<file path="src/rtl/flags_reg_if.sv">
// Bus bundle between Execute and the NZCV flags register.
// Execute drives the control and flag inputs; the register returns committed flags and stack status.
interface flags_reg_if #(
    parameter int ALU_FLAGS_WIDTH = 4,
    parameter int PTR_W           = 2
);
    logic [1:0]                 i_FlagWrite_E;
    logic                       i_CondEx_E;
    logic [ALU_FLAGS_WIDTH-1:0] i_ALUFlags;
    logic                       i_stall;
    logic                       i_push;
    logic                       i_pop;
    logic                       i_err_clr;
    logic [ALU_FLAGS_WIDTH-1:0] o_Flags_E;
    logic [PTR_W:0]             o_depth;
    logic                       o_full;
    logic                       o_empty;
    logic                       o_err;

    // Push/pop are single-cycle command pulses sampled on a non-stalled edge;
    // there is no back-pressure, misuse is reported through the sticky o_err instead.
    modport master (
        output i_FlagWrite_E, i_CondEx_E, i_ALUFlags, i_stall, i_push, i_pop, i_err_clr,
        input  o_Flags_E, o_depth, o_full, o_empty, o_err
    );

    modport slave (
        input  i_FlagWrite_E, i_CondEx_E, i_ALUFlags, i_stall, i_push, i_pop, i_err_clr,
        output o_Flags_E, o_depth, o_full, o_empty, o_err
    );
endinterface

</file>
<file path="src/rtl/flags_reg.sv">
// Architectural NZCV status register with per-group commit and an optional LIFO save/restore
// stack for interrupt entry/exit, built only when FLAGS_STACK_EN is defined.
module flags_reg #(
    parameter int  ALU_FLAGS_WIDTH = 4,
    parameter int  STACK_DEPTH     = 4,
    localparam int PTR_W           = $clog2(STACK_DEPTH)
) (
    input  logic       i_clk,
    input  logic       i_reset,
    flags_reg_if.slave bus
);
    localparam int W = ALU_FLAGS_WIDTH;

    logic [W-1:0] flags_q;
    logic [W-1:0] flags_d;
    logic [W-1:0] flags_wr;
    logic         we_nz;
    logic         we_cv;

    assign we_nz = bus.i_FlagWrite_E[1] & bus.i_CondEx_E & ~bus.i_stall;
    assign we_cv = bus.i_FlagWrite_E[0] & bus.i_CondEx_E & ~bus.i_stall;

    // N,Z live in the top two bits, C,V in the bottom two; each group commits independently.
    always_comb begin
        flags_wr = flags_q;
        if (we_nz) flags_wr[W-1:W-2] = bus.i_ALUFlags[W-1:W-2];
        if (we_cv) flags_wr[1:0]     = bus.i_ALUFlags[1:0];
    end

    always_ff @(posedge i_clk or negedge i_reset) begin
        if (!i_reset) flags_q <= '0;
        else          flags_q <= flags_d;
    end

    assign bus.o_Flags_E = flags_q;

`ifdef FLAGS_STACK_EN
    logic [PTR_W:0] depth_q;
    logic [PTR_W:0] depth_d;
    logic [PTR_W:0] depth_m1;
    logic           err_q;
    logic           err_d;
    logic [W-1:0]   stack_q [STACK_DEPTH];
    logic           full;
    logic           empty;
    logic           push_ok;
    logic           pop_ok;
    logic           err_ev;
    logic           unused_msb;

    assign full     = (depth_q == (PTR_W+1)'(STACK_DEPTH));
    assign empty    = (depth_q == '0);
    assign depth_m1 = depth_q - 1'b1;
    assign push_ok  = bus.i_push & ~bus.i_pop & ~full  & ~bus.i_stall;
    assign pop_ok   = bus.i_pop  & ~bus.i_push & ~empty & ~bus.i_stall;
    assign err_ev   = ~bus.i_stall & ((bus.i_push & bus.i_pop) |
                                      (bus.i_push & full) | (bus.i_pop & empty));
    assign unused_msb = depth_m1[PTR_W];

    // A successful pop overrides any same-cycle flag write.
    always_comb begin
        flags_d = flags_wr;
        depth_d = depth_q;
        err_d   = err_q;
        if (pop_ok) begin
            flags_d = stack_q[depth_m1[PTR_W-1:0]];
            depth_d = depth_m1;
        end else if (push_ok) begin
            depth_d = depth_q + 1'b1;
        end
        if (err_ev)                          err_d = 1'b1;
        else if (bus.i_err_clr & ~bus.i_stall) err_d = 1'b0;
    end

    // Push saves the pre-write flags, not the value being committed this cycle.
    always_ff @(posedge i_clk) begin
        if (push_ok) stack_q[depth_q[PTR_W-1:0]] <= flags_q;
    end

    always_ff @(posedge i_clk or negedge i_reset) begin
        if (!i_reset) begin
            depth_q <= '0;
            err_q   <= 1'b0;
        end else begin
            depth_q <= depth_d;
            err_q   <= err_d;
        end
    end

    assign bus.o_depth = depth_q;
    assign bus.o_full  = full;
    assign bus.o_empty = empty;
    assign bus.o_err   = err_q;
`else
    logic unused_stack_ctl;

    assign flags_d          = flags_wr;
    assign unused_stack_ctl = ^{bus.i_push, bus.i_pop, bus.i_err_clr};
    assign bus.o_depth      = '0;
    assign bus.o_full       = 1'b0;
    assign bus.o_empty      = 1'b1;
    assign bus.o_err        = 1'b0;
`endif
endmodule

</file>
<file path="src/flat_wrapper.sv">
// flat-port wrapper written by rule: the top's interface ports become plain ports
module flags_reg_flat 
#(
    parameter int  ALU_FLAGS_WIDTH = 4,
    parameter int  STACK_DEPTH     = 4,
    localparam int PTR_W           = $clog2(STACK_DEPTH)
)
  (i_clk, i_reset, bus_i_FlagWrite_E, bus_i_CondEx_E, bus_i_ALUFlags, bus_i_stall, bus_i_push, bus_i_pop, bus_i_err_clr, bus_o_Flags_E, bus_o_depth, bus_o_full, bus_o_empty, bus_o_err);
  flags_reg_if #(.ALU_FLAGS_WIDTH(ALU_FLAGS_WIDTH), .PTR_W(2)) bus_i ();
  input  logic i_clk;
  input  logic i_reset;
  input wire logic [$bits(bus_i.i_FlagWrite_E)-1:0] bus_i_FlagWrite_E;
  input wire logic [$bits(bus_i.i_CondEx_E)-1:0] bus_i_CondEx_E;
  input wire logic [$bits(bus_i.i_ALUFlags)-1:0] bus_i_ALUFlags;
  input wire logic [$bits(bus_i.i_stall)-1:0] bus_i_stall;
  input wire logic [$bits(bus_i.i_push)-1:0] bus_i_push;
  input wire logic [$bits(bus_i.i_pop)-1:0] bus_i_pop;
  input wire logic [$bits(bus_i.i_err_clr)-1:0] bus_i_err_clr;
  output wire logic [$bits(bus_i.o_Flags_E)-1:0] bus_o_Flags_E;
  output wire logic [$bits(bus_i.o_depth)-1:0] bus_o_depth;
  output wire logic [$bits(bus_i.o_full)-1:0] bus_o_full;
  output wire logic [$bits(bus_i.o_empty)-1:0] bus_o_empty;
  output wire logic [$bits(bus_i.o_err)-1:0] bus_o_err;
  assign bus_i.i_FlagWrite_E = bus_i_FlagWrite_E;
  assign bus_i.i_CondEx_E = bus_i_CondEx_E;
  assign bus_i.i_ALUFlags = bus_i_ALUFlags;
  assign bus_i.i_stall = bus_i_stall;
  assign bus_i.i_push = bus_i_push;
  assign bus_i.i_pop = bus_i_pop;
  assign bus_i.i_err_clr = bus_i_err_clr;
  assign bus_o_Flags_E = bus_i.o_Flags_E;
  assign bus_o_depth = bus_i.o_depth;
  assign bus_o_full = bus_i.o_full;
  assign bus_o_empty = bus_i.o_empty;
  assign bus_o_err = bus_i.o_err;
  flags_reg #(.ALU_FLAGS_WIDTH(ALU_FLAGS_WIDTH), .STACK_DEPTH(STACK_DEPTH)) u_core (.i_clk(i_clk), .i_reset(i_reset), .bus(bus_i));
endmodule
</file>
<file path="config.mk">
export PLATFORM = sky130hd
export DESIGN_NAME = flags_reg_flat
export DESIGN_NICKNAME = d
export VERILOG_FILES = /design/src/rtl/flags_reg_if.sv /design/src/rtl/flags_reg.sv /design/src/flat_wrapper.sv
export SDC_FILE = /design/constraint.sdc
export NUM_CORES = 1
export LEC_CHECK = 0
export ABC_AREA = 1
export ABC_CLOCK_PERIOD_IN_PS = 800
export CORE_AREA = 2 2 39 41
export CTS_BUF_LIST = sky130_fd_sc_hd__clkbuf_2
export CTS_CLUSTER_DIAMETER = 150
export DETAILED_ROUTE_END_ITERATION = 6
export DIE_AREA = 0 0 41 43
export GPL_TIMING_DRIVEN = 1
export HOLD_SLACK_MARGIN = 0.1
export PLACE_DENSITY = 0.59
export SYNTH_ARGS = -nofsm -noshare
export SYNTH_HDL_FRONTEND = slang
export SYNTH_SLANG_ARGS = --single-unit
</file>
<file path="constraint.sdc">
create_clock -name i_clk -period 0.8 [get_ports i_clk]
set_clock_uncertainty 0.2 [all_clocks]
set_input_delay 0.08 -clock i_clk [delete_from_list [all_inputs] [get_ports i_clk]]
set_output_delay 0.08 -clock i_clk [all_outputs]
set_load 0.02 [all_outputs]
</file>
---- Word-level counts from Yosys, hierarchy flattened ----
Index checks and enable logic that the tools add are counted.
storage, ports and cells
  word-level logic and storage cells ...... 7
  output and inout port bits .............. 10
  flip-flop bits (word level) ............. 4
  input port bits ......................... 13
operators by class
  bitwise logic cells ..................... 5
operator list
  cell           count
  $and A1 B1 Y1  4
  $not A1 Y1     1

---- Depth between registers and ports, before layout ----
  depth after elaboration ................. 2
  depth in mapped cells ................... 4
  mapped depth without buffers ............ 4

---- Worst setup path before layout ----
Ideal clock, no wire load.
  path kind ............................... register -> register
  start point ............................. register u_core.bus.o_Flags_E[0] (netlist name)
  end point ............................... register u_core.flags_q[0], in the netlist u_core.bus.o_Flags_E[0]
  cell stages (with the launch flop) ...... 3
  period minus slack after synthesis ...... 0.876 ns
  setup time .............................. 0.117 ns
  arrival time ............................ 0.559 ns
  required time ........................... 0.483 ns
  buffers on the path ..................... 0
  path slack .............................. -0.076 ns
  cells stage by stage .................... dfrtp_1 nand2_1 nand2_1
RTL lines
  element                 line             text
  end signal: assignment  flags_reg.sv:32  else flags_q <= flags_d;
  end: declaration        flags_reg.sv:14  logic [W-1:0] flags_q;

---- Worst setup path in the final report ----
  start point ............................. register u_core.flags_q[0], in the netlist u_core.bus.o_Flags_E[0]
  end point ............................... output bus_o_Flags_E[0]
RTL lines
  element           line                text
  end: declaration  flat_wrapper.sv:19  output wire logic [$bits(bus_i.o_Flags_E)-1:0] bus_o_Flags_E;
No word-level cell between the ends.

==> impl_metrics.json <==
{
  "synth-simple-area-share_pct": 29.4,
  "maxSlewViolCount": 0,
  "antenna_left": 0,
  "antenna_found_initial": 0,
  "netSwitchingPower_mw": 0.214,
  "netlist_area_um2": 221,
  "crit_buf_inv": 1,
  "ys_types": 7,
  "wl_um": 454,
  "fin_crit_ns": 1.01,
  "stdcell_count": 60,
  "cp-start-kind": "register",
  "vdd_drop_max_mv": 0.263,
  "max_cap_violations": 0,
  "place_area_um2": 362,
  "dieArea_mm2": 0.00176,
  "via_per_inst": 3.70,
  "synthMuxAreaShare_pct": 0,
  "final_common_cell": "nand2_1",
  "htree_levels": 1,
  "fin_total_pwr_mw": 0.677,
  "leakage_nw": 0.197,
  "layout.nets": 59,
  "synth_top_area_share_pct": 45.2,
  "grt_use_total_pct": 7.02,
  "required_ns": 0.52,
  "clkSinkCount": 4,
  "power_density_mw_per_mm2": 1740,
  "yosysSeqAreaShare_pct": 45.2,
  "internal_power_mw": 0.463,
  "pwr-share-clk_pct": 26.2,
  "ioPinCount": 23,
  "final_area_um2": 389,
  "pre_cts_slack_ns": -0.412,
  "area_growth_pct": 75.7,
  "synth-compound-area-share_pct": 0,
  "cts_buffers": 3,
  "grt_pass1_wl_um": 765,
  "slowest_stage": "dfrtp_2",
  "critPathArrivalTime_ns": 0.73,
  "synth_seq_cells": 4,
  "drive_gt1_share_pct": 36.4,
  "hold_class": "in -> async",
  "port_buffers": 13,
  "fin_ws_ns": -0.207,
  "avgSynthCellArea_um2": 8.20,
  "register_area_um2": 105,
  "clk_pin_slew_ns": 0.04,
  "gp_congestion": 0.535,
  "path_cells": "buf_6",
  "worstSetupPathType": "reg -> out",
  "grtUsageMet2_pct": 10.6,
  "end_kind": "output port",
  "yosys-top-cells-area": "dfrtp_1 (45%), buf_4 (20%), nand2_1 (14%), nand4_1 (11%), nand3_1 (4.5%)",
  "yosysTopAreaCell": "dfrtp_1",
  "grt_pass1_vias": 222,
  "grt_max_degree": 7,
  "status": "finished with violations",
  "largest_reg_flops": 4,
  "antenna_cells": 0,
  "final_cell_mix": "nand2_1 (8), conb_1 (6), clkdlybuf4s50_1 (5)",
  "synth_top_family_by_area": "simple AND/OR/NAND/NOR gates",
  "start_util_pct": 16.0,
  "cts_buffer_depth": 2,
  "vias": 222,
  "drc": 0,
  "synthCells": 27,
  "p_seq_share_pct": 38.7,
  "timing.hold.ws_ns": -0.118,
  "cts_tree": "built",
  "nFillCells": 166,
  "period_share_pct": 126,
  "hold_viol_final": 4,
  "dr.pass1.iters": 1,
  "die_w_um": 41,
  "netSwitchingFraction_pct": 31.6,
  "first_iter_violations": 0,
  "slowest_delay_ns": 0.40,
  "failed_checks": "hold timing, setup timing",
  "grt_busiest_layer": "met4",
  "grt_overflow": 0,
  "rows": 14,
  "post_drt_wl_per_cell_um": 7.57,
  "cp_max_fo": 2,
  "synthAdderAreaFrac_pct": 0,
  "worstSkewPairLatency_ns": 0.20,
  "core_area_mm2": 0.00138,
  "met1_usage_pct": 5.77,
  "placed_cells": 56,
  "cts_root_buffer": "clkbuf_2",
  "pwr-share-comb_pct": 35.1,
  "multi_input_area_um2": 92.6,
  "rsz0062_at_grt": "true",
  "timing.fmax_ghz": 0.993,
  "synth_warnings": 0,
  "met3_usage_pct": 0,
  "setup_viol": 8,
  "die_h_um": 43,
  "synth_xor_area_share_pct": 0,
  "cpLargestDelayFamily": "flip-flops"
}
## routing by layer
metal	part of all wire, %	vias up
met4	3.7	0
li1	-	111
met3	7.9	2
met5	0	-
met2	59	11
met1	29	98
## area by class of cell
cell class | count | share of cell area [%]
well taps | 16 | 5.14
repair buffers | 16 | 39.2
flip-flops and latches | 4 | 27.0
multi-input cells | 20 | 23.8
inverters | 1 | 0.965
clock buffers | 3 | 3.86
## logic make-up (layout without fill, tap and decap cells)
group,after synthesis,in the layout
other cells,2,6
flops,4,4
simple gates,14,14
buf+inv,7,20
## power by group through the flow
stage          sequential (mW)  clock [mW]  combinational (mW)
3_3_place_gp             0.258           0               0.226
2_1_floorplan            0.302           0              0.0769
5_1_grt                  0.268       0.196               0.263
6_report                 0.262       0.177               0.238
4_1_cts                  0.264       0.191               0.241
3_5_place_dp             0.260           0               0.227
## worst paths after layout
path | slack (ns) | depth (start not counted) | startpoint | endpoint
worst max-delay path | -0.21 | 1 | u_core.bus.o_Flags_E[0] | bus_o_Flags_E[0]
worst min-delay path | -0.12 | 1 | i_reset | u_core.bus.o_Flags_E[0]
worst max register to register | -0.13 | 3 | u_core.bus.o_Flags_E[1] | u_core.bus.o_Flags_E[1]
worst min register to register | 0.28 | 2 | u_core.bus.o_Flags_E[2] | u_core.bus.o_Flags_E[2]
max in group asynchronous | 0.34 | 1 | i_reset | u_core.bus.o_Flags_E[2]
min in group i_clk | 0.10 | 4 | bus_i_stall | u_core.bus.o_Flags_E[0]
## synthesized netlist by cell type
library cell / instances
buf_4: 6
conb_1: 2
dfrtp_1: 4
inv_1: 1
nand2_1: 8
nand3_1: 2
nand4_1: 4
## through the flow
stage                     setup TNS (ns)  utilization [%]
after global routing               -1.25             28.1
after floorplan                   -0.198                -
after CTS                          -1.09             28.1
after detailed placement           -3.23             26.1
final                             -0.974             28.1
after global placement             -3.19             26.1
## what timing repair did
item / in CTS / in global routing
pin swaps: 1 / 0
buffers inserted: 1 / 0
endpoints found under the setup margin: 8 / 8
gates resized for setup: 30 / 0
hold endpoints to repair: 6 / 4
(Power assumes the default switching activity.)
